===== src/rtl/imm_gen_pkg.sv =====
// Shared types for the decode-stage immediate generator: format enum, opcodes and FIFO entry layout.
// Entry fields are sized for the widest legal XLEN; narrower builds use the low bits only.
package imm_gen_pkg;

   typedef enum logic [2:0] {
      IMM_NONE = 3'd0,
      IMM_I    = 3'd1,
      IMM_S    = 3'd2,
      IMM_B    = 3'd3,
      IMM_U    = 3'd4,
      IMM_J    = 3'd5,
      IMM_Z    = 3'd6
   } imm_type_e;

   localparam logic [6:0] OPC_LOAD   = 7'b0000011;
   localparam logic [6:0] OPC_OP_IMM = 7'b0010011;
   localparam logic [6:0] OPC_JALR   = 7'b1100111;
   localparam logic [6:0] OPC_STORE  = 7'b0100011;
   localparam logic [6:0] OPC_BRANCH = 7'b1100011;
   localparam logic [6:0] OPC_LUI    = 7'b0110111;
   localparam logic [6:0] OPC_AUIPC  = 7'b0010111;
   localparam logic [6:0] OPC_JAL    = 7'b1101111;
   localparam logic [6:0] OPC_SYSTEM = 7'b1110011;

   localparam int XLEN_MAX = 64;

   typedef struct packed {
      logic [XLEN_MAX-1:0] imm;
      imm_type_e           itype;
      logic [XLEN_MAX-1:0] target;
      logic                illegal;
   } imm_entry_t;

   // Only branches, jumps and AUIPC produce a PC-relative target.
   function automatic logic has_target(input imm_type_e t, input logic [6:0] opcode);
      return (t == IMM_B) || (t == IMM_J) || (opcode == OPC_AUIPC);
   endfunction

endpackage


===== src/rtl/imm_decode.sv =====
// Combinational RV immediate decoder: inst_code -> sign-extended imm, format and illegal flag.
// Define IMM_GEN_ZICSR_EN to decode the CSR immediate forms of the SYSTEM opcode.
module imm_decode
   import imm_gen_pkg::*;
#(
   parameter int XLEN = 32
) (
   input  logic [31:0]     inst_code,
   output logic [XLEN-1:0] imm,
   output imm_type_e       imm_type,
   output logic            illegal
);

   always_comb begin
      // NOTE: every output gets a default first so no path through the case infers a latch.
      imm      = '0;
      imm_type = IMM_NONE;
      illegal  = 1'b0;
      case (inst_code[6:0])
         OPC_LOAD, OPC_OP_IMM, OPC_JALR: begin
            imm      = XLEN'($signed(inst_code[31:20]));
            imm_type = IMM_I;
         end
         OPC_STORE: begin
            imm      = XLEN'($signed({inst_code[31:25], inst_code[11:7]}));
            imm_type = IMM_S;
         end
         OPC_BRANCH: begin
            imm      = XLEN'($signed({inst_code[31], inst_code[7], inst_code[30:25],
                                      inst_code[11:8], 1'b0}));
            imm_type = IMM_B;
         end
         OPC_LUI, OPC_AUIPC: begin
            imm      = XLEN'($signed({inst_code[31:12], 12'b0}));
            imm_type = IMM_U;
         end
         OPC_JAL: begin
            imm      = XLEN'($signed({inst_code[31], inst_code[19:12], inst_code[20],
                                      inst_code[30:21], 1'b0}));
            imm_type = IMM_J;
         end
`ifdef IMM_GEN_ZICSR_EN
         OPC_SYSTEM: begin
            // funct3[2] selects the uimm CSR forms; the register forms carry no immediate.
            if (inst_code[14]) begin
               imm      = XLEN'(inst_code[19:15]);
               imm_type = IMM_Z;
            end
         end
`else
         OPC_SYSTEM: illegal = 1'b1;
`endif
         default: illegal = 1'b1;
      endcase
   end

endmodule


===== src/rtl/imm_gen_pipe.sv =====
// Buffered immediate generator: decodes on push, adds the PC-relative target and queues results
// in a BUF_DEPTH-entry FIFO. Optional CSR decode is enabled by defining IMM_GEN_ZICSR_EN.
module imm_gen_pipe
   import imm_gen_pkg::*;
#(
   parameter int XLEN      = 32,
   parameter int BUF_DEPTH = 2
) (
   input  logic            clk,
   input  logic            reset,
   input  logic            flush,
   input  logic            in_valid,
   output logic            in_ready,
   input  logic [31:0]     inst_code,
   input  logic [XLEN-1:0] in_pc,
   output logic            out_valid,
   input  logic            out_ready,
   output logic [XLEN-1:0] out_imm,
   output logic [2:0]      out_type,
   output logic [XLEN-1:0] out_target,
   output logic            out_illegal
);

   localparam int PTR_W = $clog2(BUF_DEPTH);
   localparam int CNT_W = PTR_W + 1;

   logic [XLEN-1:0]  dec_imm;
   imm_type_e        dec_type;
   logic             dec_illegal;
   logic [XLEN-1:0]  target;
   imm_entry_t       wr_entry;
   imm_entry_t       head;
   imm_entry_t       mem [BUF_DEPTH];
   logic [PTR_W-1:0] wr_ptr;
   logic [PTR_W-1:0] rd_ptr;
   logic [CNT_W-1:0] count;
   logic             push;
   logic             pop;

   imm_decode #(.XLEN(XLEN)) u_decode (
      .inst_code (inst_code),
      .imm       (dec_imm),
      .imm_type  (dec_type),
      .illegal   (dec_illegal)
   );

   // A full FIFO never accepts, even when the head leaves in the same cycle.
   assign in_ready  = (count < CNT_W'(BUF_DEPTH));
   assign out_valid = (count != '0);
   assign push      = in_valid && in_ready;
   assign pop       = out_valid && out_ready;

   assign target = has_target(dec_type, inst_code[6:0]) ? (in_pc + dec_imm) : '0;

   always_comb begin
      wr_entry                    = '0;
      wr_entry.imm[XLEN-1:0]      = dec_imm;
      wr_entry.itype              = dec_type;
      wr_entry.target[XLEN-1:0]   = target;
      wr_entry.illegal            = dec_illegal;
   end

   always_ff @(posedge clk) begin
      if (reset) begin
         count  <= '0;
         wr_ptr <= '0;
         rd_ptr <= '0;
         // NOTE: storage is cleared on reset so the idle head drives zeros, not stale data.
         for (int i = 0; i < BUF_DEPTH; i++) begin
            mem[i] <= '0;
         end
      end else if (flush) begin
         count  <= '0;
         wr_ptr <= '0;
         rd_ptr <= '0;
      end else begin
         if (push) begin
            mem[wr_ptr] <= wr_entry;
            wr_ptr      <= wr_ptr + PTR_W'(1);
         end
         if (pop) begin
            rd_ptr <= rd_ptr + PTR_W'(1);
         end
         case ({push, pop})
            2'b10:   count <= count + CNT_W'(1);
            2'b01:   count <= count - CNT_W'(1);
            default: count <= count;
         endcase
      end
   end

   assign head        = mem[rd_ptr];
   assign out_imm     = head.imm[XLEN-1:0];
   assign out_type    = head.itype;
   assign out_target  = head.target[XLEN-1:0];
   assign out_illegal = head.illegal;

   // Upper halves of the entry are only meaningful when XLEN is 64.
   logic unused_hi;
   assign unused_hi = ^{head.imm, head.target};

endmodule

===== config.mk =====
export PLATFORM = sky130hd
export DESIGN_NAME = imm_gen_pipe
export DESIGN_NICKNAME = d
export VERILOG_FILES = /design/src/rtl/imm_gen_pkg.sv /design/src/rtl/imm_decode.sv /design/src/rtl/imm_gen_pipe.sv
export SDC_FILE = /design/constraint.sdc
export NUM_CORES = 1
export LEC_CHECK = 0
export ABC_AREA = 1
export BUFFER_PORTS_ARGS = -buffer_cell sky130_fd_sc_hd__clkbuf_2
export CORE_ASPECT_RATIO = 0.9
export CORE_MARGIN = 1
export CORE_UTILIZATION = 59
export CTS_BUF_LIST = sky130_fd_sc_hd__clkbuf_4
export CTS_CLUSTER_SIZE = 28
export DETAILED_ROUTE_END_ITERATION = 10
export PLACE_DENSITY = 0.83
export REMOVE_ABC_BUFFERS = 1
export SETUP_SLACK_MARGIN = 0.4
export SYNTH_ARGS = -nofsm -noshare
export SYNTH_HDL_FRONTEND = slang
export SYNTH_SLANG_ARGS = --single-unit

===== constraint.sdc =====
create_clock -name clk -period 5.1 [get_ports clk]
set_input_delay 1.53 -clock clk [delete_from_list [all_inputs] [get_ports clk]]
set_output_delay 1.53 -clock clk [all_outputs]
set_load 0.02 [all_outputs]

# == After elaboration in Yosys (flattened, before gate mapping) ==
# Memory sizes are Yosys's and may differ from the RTL's. A register that Yosys moved wholly into a read port is not among the register bits.
# Index checks and enable logic that the tools add are counted.
# classes
n_addsub,5
n_reduce_logical,11
muxes,16
n_eq_ne,12
n_lt_le_gt_ge,1
# op_table
cell,n
$pmux W32 S5,1
$mux W68,1
$reduce_or A68 Y1,1
$add A32 B32 Y32,1
$mux W32,1
$eq A7 B7 Y1 const B,3
$pmux W3 S5,1
$eq A7 B5 Y1 const B,2
$eq A7 B6 Y1 const B,2
$mux W1,11
$reduce_or A8 Y1,1
$eq A7 B2 Y1 const B,1
$pmux W2 S2,1
$reduce_bool A2 Y1,2
$reduce_or A2 Y1,2
$eq A3 B2 Y1 const B,1
$eq A3 B3 Y1 const B,1
$reduce_or A3 Y1,1
$add A1 B1 Y1 const B,2
$add A2 B1 Y2 const B,1
$eq A2 B1 Y1 const B,1
$eq A2 B2 Y1 const B,1
$logic_and A1 B1 Y1,2
$logic_or A1 B1 Y1,2
2 further kinds,2
# totals
mem_count,1
reg_bits,4
ramBits,136
# memory_table
memory,words,word_bits,rd,rd_clocked_by_memory_dff,wr,line,source
mem,2,68,1,1,2,imm_gen_pipe.sv:33,imm_entry_t mem [BUF_DEPTH];

# == Depth between registers and ports, before layout ==
# Gate-level depths: netlist of run 1.
# depth
ltp_word,8
mapped_depth,24
mapped_depth_nobuf,23

# == Cells and area by module ==
# Synthesis of run 1 repeated with hierarchy kept, for this count alone.
# hier_totals
cells_unflattened,1091
hier_area_um2,9173.8
# modules_own_cells
module,area_each_um2,seq_area_each_um2,cells_each,instances
imm_gen_pipe,8531.9,4184.0,971,1
imm_decode,641.9,0.0,120,1

# == Least setup slack after synthesis of run 1 ==
# OpenSTA, ideal clock, no wires.
# synth_path
path_type,input-to-reg
startpoint,input flush
endpoint,memory mem[1][0] (netlist bit) (enable)
path_buffers,2
slack_ps,845
required_ps,4672
setup_time_ps,428
cell_stages,5
arrival_time_ps,3827
path_cell_list,nor2_1 nand4_1 buf_2 buf_2 nand2_1
# synth_lines
element,line,source
from (decl),imm_gen_pipe.sv:11,"input logic flush,"
to (decl),imm_gen_pipe.sv:33,

==> results of run 1 <==
==> area by class of cell <==
type,count,share of cell area [%]
Sequential cell,141,41.92
Multi-Input combinational cell,718,40.53
Timing Repair Buffer,145,7.570
Inverter,121,4.549
Tap cell,198,2.482
Clock inverter,14,1.567
Clock buffer,18,1.354
Antenna cell,1,0.02507
==> stage by stage <==
stage | setup WS (ns) | setup TNS (ns) | instances
final | 1.135 | 0 | 1356
after global routing | 0.9354 | 0 | 1356
after CTS | 1.240 | 0 | 1355
after detailed placement | 0.5857 | 0 | 1323
after global placement | 0.6151 | 0 | 1323
after floorplan | -1.128 | -91.10 | 980
==> registers in the layout (all words and copies together), names as in the netlist, named ones only <==
signal	flops
count	2
rd_ptr	1
wr_ptr	1
mem	136
==> logic make-up after synthesis <==
group                    Yosys count
adder cells (fa/ha/maj)           33
multiplexers                      68
AND/OR/NAND/NOR                  529
AO/OA/AOI/OAI                     88
flip-flops                       141
buffers and inverters            154
==> per-layer routing <==
layer | share of wire [%] | vias up
met5 | 0 | -
met4 | 2.0 | 0
met3 | 7.5 | 25
met2 | 46 | 281
met1 | 44 | 3391
li1 | - | 3628
==> path summary, 6_finish.rpt <==
kind / to / start / slack, ns
worst max register to register: mem[0][28]$_SDFFCE_PN0P_ / count[1]$_SDFFE_PP0P_ / 3.14
worst min-delay path: flip-flop / rd_ptr$_SDFFE_PP0P_ / 0.45
worst max-delay path: mem[1][15]$_SDFFCE_PN0P_ / inst_code[4] / 1.13
worst min register to register: flip-flop / rd_ptr$_SDFFE_PP0P_ / 0.45
==> cell usage in the layout, fill, tap and decap left out, types with 10 or more instances in the layout <==
| cell type | count |
|---|---|
| sky130_fd_sc_hd__a21oi_2 | 19 |
| sky130_fd_sc_hd__a21oi_1 | 47 |
| sky130_fd_sc_hd__nor2_1 | 145 |
| sky130_fd_sc_hd__edfxtp_1 | 136 |
| sky130_fd_sc_hd__nand2_1 | 256 |
| sky130_fd_sc_hd__nand2_2 | 11 |
| sky130_fd_sc_hd__clkbuf_2 | 138 |
| sky130_fd_sc_hd__clkbuf_4 | 18 |
| sky130_fd_sc_hd__nand3_1 | 52 |
| sky130_fd_sc_hd__ha_1 | 32 |
| sky130_fd_sc_hd__mux2_2 | 68 |
| sky130_fd_sc_hd__nand3_2 | 10 |
| sky130_fd_sc_hd__inv_1 | 113 |
| sky130_fd_sc_hd__or2_2 | 13 |
| sky130_fd_sc_hd__nor3_1 | 14 |
==> power by group through the flow <==
| stage | registers [mW] | clock network (mW) | logic (mW) |
|---|---|---|---|
| detailed placement | 1.35 | 0 | 0.317 |
| global route | 1.33 | 0.803 | 0.348 |
| floorplan | 1.35 | 0 | 0.202 |
| global placement | 1.35 | 0 | 0.315 |
| finish | 1.32 | 0.749 | 0.319 |
| CTS | 1.32 | 0.758 | 0.319 |
==> worst max-delay path, delay by kind of cell <==
family          cells  cell delay [ns]
compound gates      1             0.15
simple gates       12             1.60
fa+ha+maj           1             0.35
buf+inv             6             0.63
==> out/results.ini, run 1 <==
[outcome]
run_status=finished, final reports clean

[yosys]
postSynth.asyncResetShare_pct=0
post_synth_and_or_nand_nor_area_fraction_pct=26.02
yosys.cell_count.top_type=sky130_fd_sc_hd__nand2_1
netlist_instances=1013
synth_enable_flop_cells=136
synth.ff_latch_count=141
area_fraction_of_the_dominant_cell_type_after_synthesis_pct=46.11
combinational_family_with_the_most_area_after_synthesis=simple AND/OR/NAND/NOR gates
post_synth.cell_area_avg_um2=8.744
synth.top_cells.by_count=259 x sky130_fd_sc_hd__nand2_1, 145 x sky130_fd_sc_hd__nor2_1, 136 x sky130_fd_sc_hd__edfxtp_1, 113 x sky130_fd_sc_hd__inv_1, 68 x sky130_fd_sc_hd__mux2_2
synth_cell_type_count=40
synth-compound-area-share_pct=6.187
syn-cell-area_mm2=0.008857
ys_warn_count=0
post_synth_main_area_contributors=sky130_fd_sc_hd__edfxtp_1 46%, sky130_fd_sc_hd__nand2_1 11%, sky130_fd_sc_hd__mux2_2 8.6%
synth_ff_type=sky130_fd_sc_hd__edfxtp_1
synth.mux.area_fraction_pct=8.645
yosysSeqAreaShare_pct=47.24
synth-adder-area-share_pct=4.746
xor_and_xnor_area_share_after_synthesis_pct=0
cell_type_with_the_highest_aggregate_area_in_the_netlist=sky130_fd_sc_hd__edfxtp_1

[power]
power_frac_seq_pct=55.3
power_per_cell_area_mw_per_mm2=239.5
power_frac_clock_pct=31.3
p_int_mw=1.726
comb_power_share_pct=13.4
power.share.switching_pct=27.81
switchingPower_mw=0.6648
fin_total_pwr_mw=2.391
vdd.ir_drop.worst_v=0.0002019
total_leakage_power_nw=4.668

[cells_and_area]
fin_util_pct=68.09
drive_above_1_share_pct=27.74
multiInputGateArea_mm2=0.004046
fin_nets=1246
post-route-cell-area_mm2=0.009983
fillCellCount=1193
area.growth.synth_to_final_pct=12.71
register_area_mm2=0.004185

[routing]
route.antenna.remaining_nets=0
wl_per_cell_um=15.49
routed-via-count=7325
detail_route.drc_violations=0
wirelength_mm=21.01
route.detailed.vias_per_inst=5.402
drt_first_pass_iters=7
drtIter0Drc=642

[global_routing]
global_route.usage.met3_pct=6.263
global_route.usage.met1_pct=39.34
first_pass_grt_wire_length_mm=33.65
grt_busiest_layer=met2
groute.layer.met2.usage_pct=44.18
global_route.usage.total_pct=28.40
grt-ovfl-total=0
initial_antenna_violation_count=1
grt_start_max_net_pins=70
first_global_vias=6743

[clock_tree]
cts_htree_levels=4
clk_pin_slew_worst_paths_ns=0.13
postCtsSetupRepairBufs=0
cts_tree=done
clk_latency_ns=0.57
max-clock-path-buffers=2
cts-hold-fix-buffers=0
clock_sink_count=141
clk_root_buffer_cell=sky130_fd_sc_hd__clkbuf_4
cts_inserted_buffers=17
post_cts_gate_resize_count=0

[min_path]
min_path_type=flip-flop to flip-flop
worst_hold_path.num_cells=1

[setup_path]
crit_path_start_kind=input pin
r2r.worst_path.cells=6
worstPathRequired_ns=5.40
criticalPathCategory=input pin to flip-flop
maximum_fanout_along_the_worst_path=18
cp_slowest_cell=sky130_fd_sc_hd__ha_1
worst_path_largest_cell_delay_ns=0.35
critical_path_cell_by_cell=clkbuf_2, inv_2, nand2_2, nor2_4, nand2_1, inv_2, nor2_1, nand2_2, inv_2, nor2_1, ha_1, nand2_1, inv_1, nand2_1, inv_1, a21oi_1, nand2_1, or2_2, nand3_1, nor2_1
worst-endpoint-arrival_ns=4.27
setup.worst_path.end_class=flip-flop
worst_path_most_repeated_cell=sky130_fd_sc_hd__nand2_1

[timing]
fin_worst_skew_ns=0.01338
relSlewSlack_pct=37.34
fin_crit_period_ns=3.965
timing.final.crit_share_pct=77.75
worst-slew-pin-transition_ns=0.9399
timing.final.max_slew_violations=0
unrepaired_setup_endpoints_after_global_routing=false
final_setup_violation_count=0
hold-worst-slack_ns=0.4456
clock.fmax_mhz=252.2
hold_viol=0

[place]
placed_cell_area_mm2=0.009689
port_buffers=138
place.gp.congestion=0.9504
dp_hpwl_mm=14.88

[die]
design.die.area_mm2=0.01551
die_height_um=118.2
initial_utilization_pct=60.41
chipWidth_um=131.2
i_o_pin_count=139
rows=42
placeableCoreArea_mm2=0.01466

[flow_run]
maxCapViolCount=0

Note: power is estimated with default switching activity, not from simulation.
==> inputs of run 2 (changes only) <==
--- a/config.mk
+++ b/config.mk
@@ -9,11 +9,11 @@
 export BUFFER_PORTS_ARGS = -buffer_cell sky130_fd_sc_hd__clkbuf_2
 export CORE_ASPECT_RATIO = 0.9
 export CORE_MARGIN = 1
-export CORE_UTILIZATION = 59
+export CORE_UTILIZATION = 54
 export CTS_BUF_LIST = sky130_fd_sc_hd__clkbuf_4
 export CTS_CLUSTER_SIZE = 28
 export DETAILED_ROUTE_END_ITERATION = 10
-export PLACE_DENSITY = 0.83
+export PLACE_DENSITY = 0.8
 export REMOVE_ABC_BUFFERS = 1
 export SETUP_SLACK_MARGIN = 0.4
 export SYNTH_ARGS = -nofsm -noshare
==> constraint.sdc (replaced) <==
create_clock -name clk -period 3.6 [get_ports clk]
set_input_delay 1.08 -clock clk [delete_from_list [all_inputs] [get_ports clk]]
set_output_delay 1.08 -clock clk [all_outputs]
set_load 0.02 [all_outputs]
==> run 2 against run 1 <==
Net effect: non-clock buffer count rose by 116; die area increased by 9.1%; sequential power is 42% higher; wire length rose by 18%; register-to-register slack got worse by 1.4 ns; global-route usage is 0.35 points higher; core utilization up 4.2 points; first-iteration DRC count fell by 4.4%; clock-buffer cell count fell by 1; sequential share of layout area shrank 5.9 points.
==> out/results.ini, run 2 (same netlist as run 1, synthesis figures left out) <==
[cells_and_area]
layout_common_cells=221 x sky130_fd_sc_hd__nand2_1, 136 x sky130_fd_sc_hd__edfxtp_1, 135 x sky130_fd_sc_hd__clkbuf_2
multiInputGateArea_mm2=0.004698
fin_nets=1363
largest_register_ffs=136
fillCellCount=1169
fin_util_pct=72.24
layout.cells.most_common=sky130_fd_sc_hd__nand2_1
reg_top3=mem: 136 flops, count: 2 flops
register_area_mm2=0.004185
post-route-cell-area_mm2=0.01161
area.growth.synth_to_final_pct=31.12
drive_above_1_share_pct=43.80
top_register=mem

[routing]
route.detailed.vias_per_inst=5.418
route.antenna.remaining_nets=0
wirelength_mm=24.81
detail_route.drc_violations=0
drt_first_pass_iters=6
wl_per_cell_um=16.74
drtIter0Drc=614
routed-via-count=8029

[power]
switchingPower_mw=1.012
comb_power_share_pct=16.5
vdd.ir_drop.worst_v=0.0002449
power_per_cell_area_mw_per_mm2=310.0
power.share.switching_pct=28.12
p_int_mw=2.588
total_leakage_power_nw=5.285
power_frac_clock_pct=31.4
fin_total_pwr_mw=3.600
power_frac_seq_pct=52.1

[global_routing]
global_route.usage.total_pct=28.75
grt_busiest_layer=met2
first_pass_grt_wire_length_mm=36.09
global_route.usage.met3_pct=5.043
grt-ovfl-total=0
global_route.usage.met1_pct=38.78
initial_antenna_violation_count=1
first_global_vias=7264
groute.layer.met2.usage_pct=46.50
grt_start_max_net_pins=70

[setup_path]
maximum_fanout_along_the_worst_path=6
crit_path_start_kind=input pin
critical-path-top-delay-family=simple AND/OR/NAND/NOR gates
internal_reg_to_reg_setup_slack_ns=1.77
worst_path_most_repeated_cell=sky130_fd_sc_hd__nand2_1
worst_r2r_endpoint=mem[0][43]$_SDFFCE_PN0P_
critical_path_buf_inv_count=6
critical_path_cell_by_cell=buf_2, inv_2, nand2_2, nor2_4, nand2_2, buf_4, clkinvlp_4, buf_12, nand2_1, nand2_2, ha_4, buf_4, nand4_1, nor4_2, nand2_1, nand2_1, nand2_1, nand3_2, nor2_1
setup.worst_path.end_class=flip-flop
cp_endpoint=mem[0][30]$_SDFFCE_PN0P_
criticalPathCategory=input pin to flip-flop
worstPathRequired_ns=3.92
r2r.worst_path.cells=6
worst-endpoint-arrival_ns=3.49
worst_path_largest_cell_delay_ns=0.31
r2r_start=count[1]$_SDFFE_PP0P_
cp_slowest_cell=sky130_fd_sc_hd__nor4_2
worst_setup_path_startpoint=inst_code[3]
worstSetupPathDepth=19

[min_path]
worst_hold_path.num_cells=1
min_path_type=flip-flop to flip-flop

[die]
design.die.area_mm2=0.01692
initial_utilization_pct=55.10
chipWidth_um=137
placeableCoreArea_mm2=0.01608
die_height_um=123.5
i_o_pin_count=139
rows=44

[timing]
timing.final.crit_share_pct=88.05
hold_viol=0
timing.final.max_slew_violations=0
unrepaired_setup_endpoints_after_global_routing=false
clock.fmax_mhz=315.5
fin_worst_skew_ns=0.02273
hold-worst-slack_ns=0.4668
relSlewSlack_pct=40.82
worst-slew-pin-transition_ns=0.8878
final_setup_violation_count=0
fin_crit_period_ns=3.170

[clock_tree]
cts_htree_levels=4
clock_sink_count=141
cts_tree=done
max-clock-path-buffers=2
clk_root_buffer_cell=sky130_fd_sc_hd__clkbuf_4
cts-hold-fix-buffers=0
cts_inserted_buffers=17
clk_latency_ns=0.60
clk_pin_slew_worst_paths_ns=0.14

[place]
placed_cell_area_mm2=0.01051
place.gp.congestion=0.9541
dp_hpwl_mm=16.84
port_buffers=138

[flow_run]
maxCapViolCount=0

[outcome]
run_status=finished, final reports clean

run 2: changes by cell type in the layout (fill, tap and decap cells not counted), sizes merged:
cell / change
bufinv: +1
clkinvlp: +2
nand2: +1
clkinv: +1
clkbuf: -4
buf: +119
inv: -3
run 2: worst register-to-register path: cells and delay by family (launching register included):
| kind | cells | cell delay (ns) |
|---|---|---|
| buffers and inverters | 2 | 0.78 |
| AND/OR/NAND/NOR | 4 | 0.43 |
| flip-flops | 1 | 0.34 |
run 2: per-stage QoR:
step                TNS (ns)  setup WS, ns  cells
floorplan            -243.60        -2.178    980
global placement      -6.433       -0.3278   1433
detailed placement    -12.75       -0.3657   1433
CTS                        0        0.4035   1465
global route               0        0.3414   1482
finish                     0        0.4301   1482
run 2: worst min-delay path by stage:
stage / from / endpoint
2_1_floorplan: rd_ptr$_SDFFE_PP0P_ / flip-flop
3_3_place_gp: rd_ptr$_SDFFE_PP0P_ / flip-flop
3_5_place_dp: rd_ptr$_SDFFE_PP0P_ / flip-flop
4_1_cts: rd_ptr$_SDFFE_PP0P_ / flip-flop
5_1_grt: rd_ptr$_SDFFE_PP0P_ / flip-flop
6_report: rd_ptr$_SDFFE_PP0P_ / flip-flop
run 2: cell type report:
| cell class | count | share of cell area [%] |
|---|---|---|
| Antenna cell | 1 | 0.02155 |
| Sequential cell | 141 | 36.04 |
| Clock buffer | 17 | 1.099 |
| Inverter | 121 | 3.965 |
| Clock inverter | 15 | 1.616 |
| Multi-Input combinational cell | 719 | 40.45 |
| Tap cell | 207 | 2.230 |
| Timing Repair Buffer | 261 | 14.58 |
run 2: power by group through the flow:
| stage | combinational (mW) | clock (mW) | sequential [mW] |
|---|---|---|---|
| 6_report | 0.595 | 1.13 | 1.87 |
| 5_1_grt | 0.640 | 1.21 | 1.88 |
| 4_1_cts | 0.518 | 1.14 | 1.87 |
| 3_5_place_dp | 0.514 | 0 | 1.91 |
| 3_3_place_gp | 0.510 | 0 | 1.91 |
| 2_1_floorplan | 0.286 | 0 | 1.91 |
run 2: metal layers:
layer  wire, µm  vias up
met1      10450     3793
li1           -     3864
met3       1580       42
met5          0        -
met4        548        0
met2      12220      330
run 2: repair_timing:
item / CTS / global route
cloned: 0 / 1
buffers inserted: 0 / 15
gates resized for setup: 3 / 153
endpoints found under the setup margin: 17 / 56
pin swaps: 0 / 30
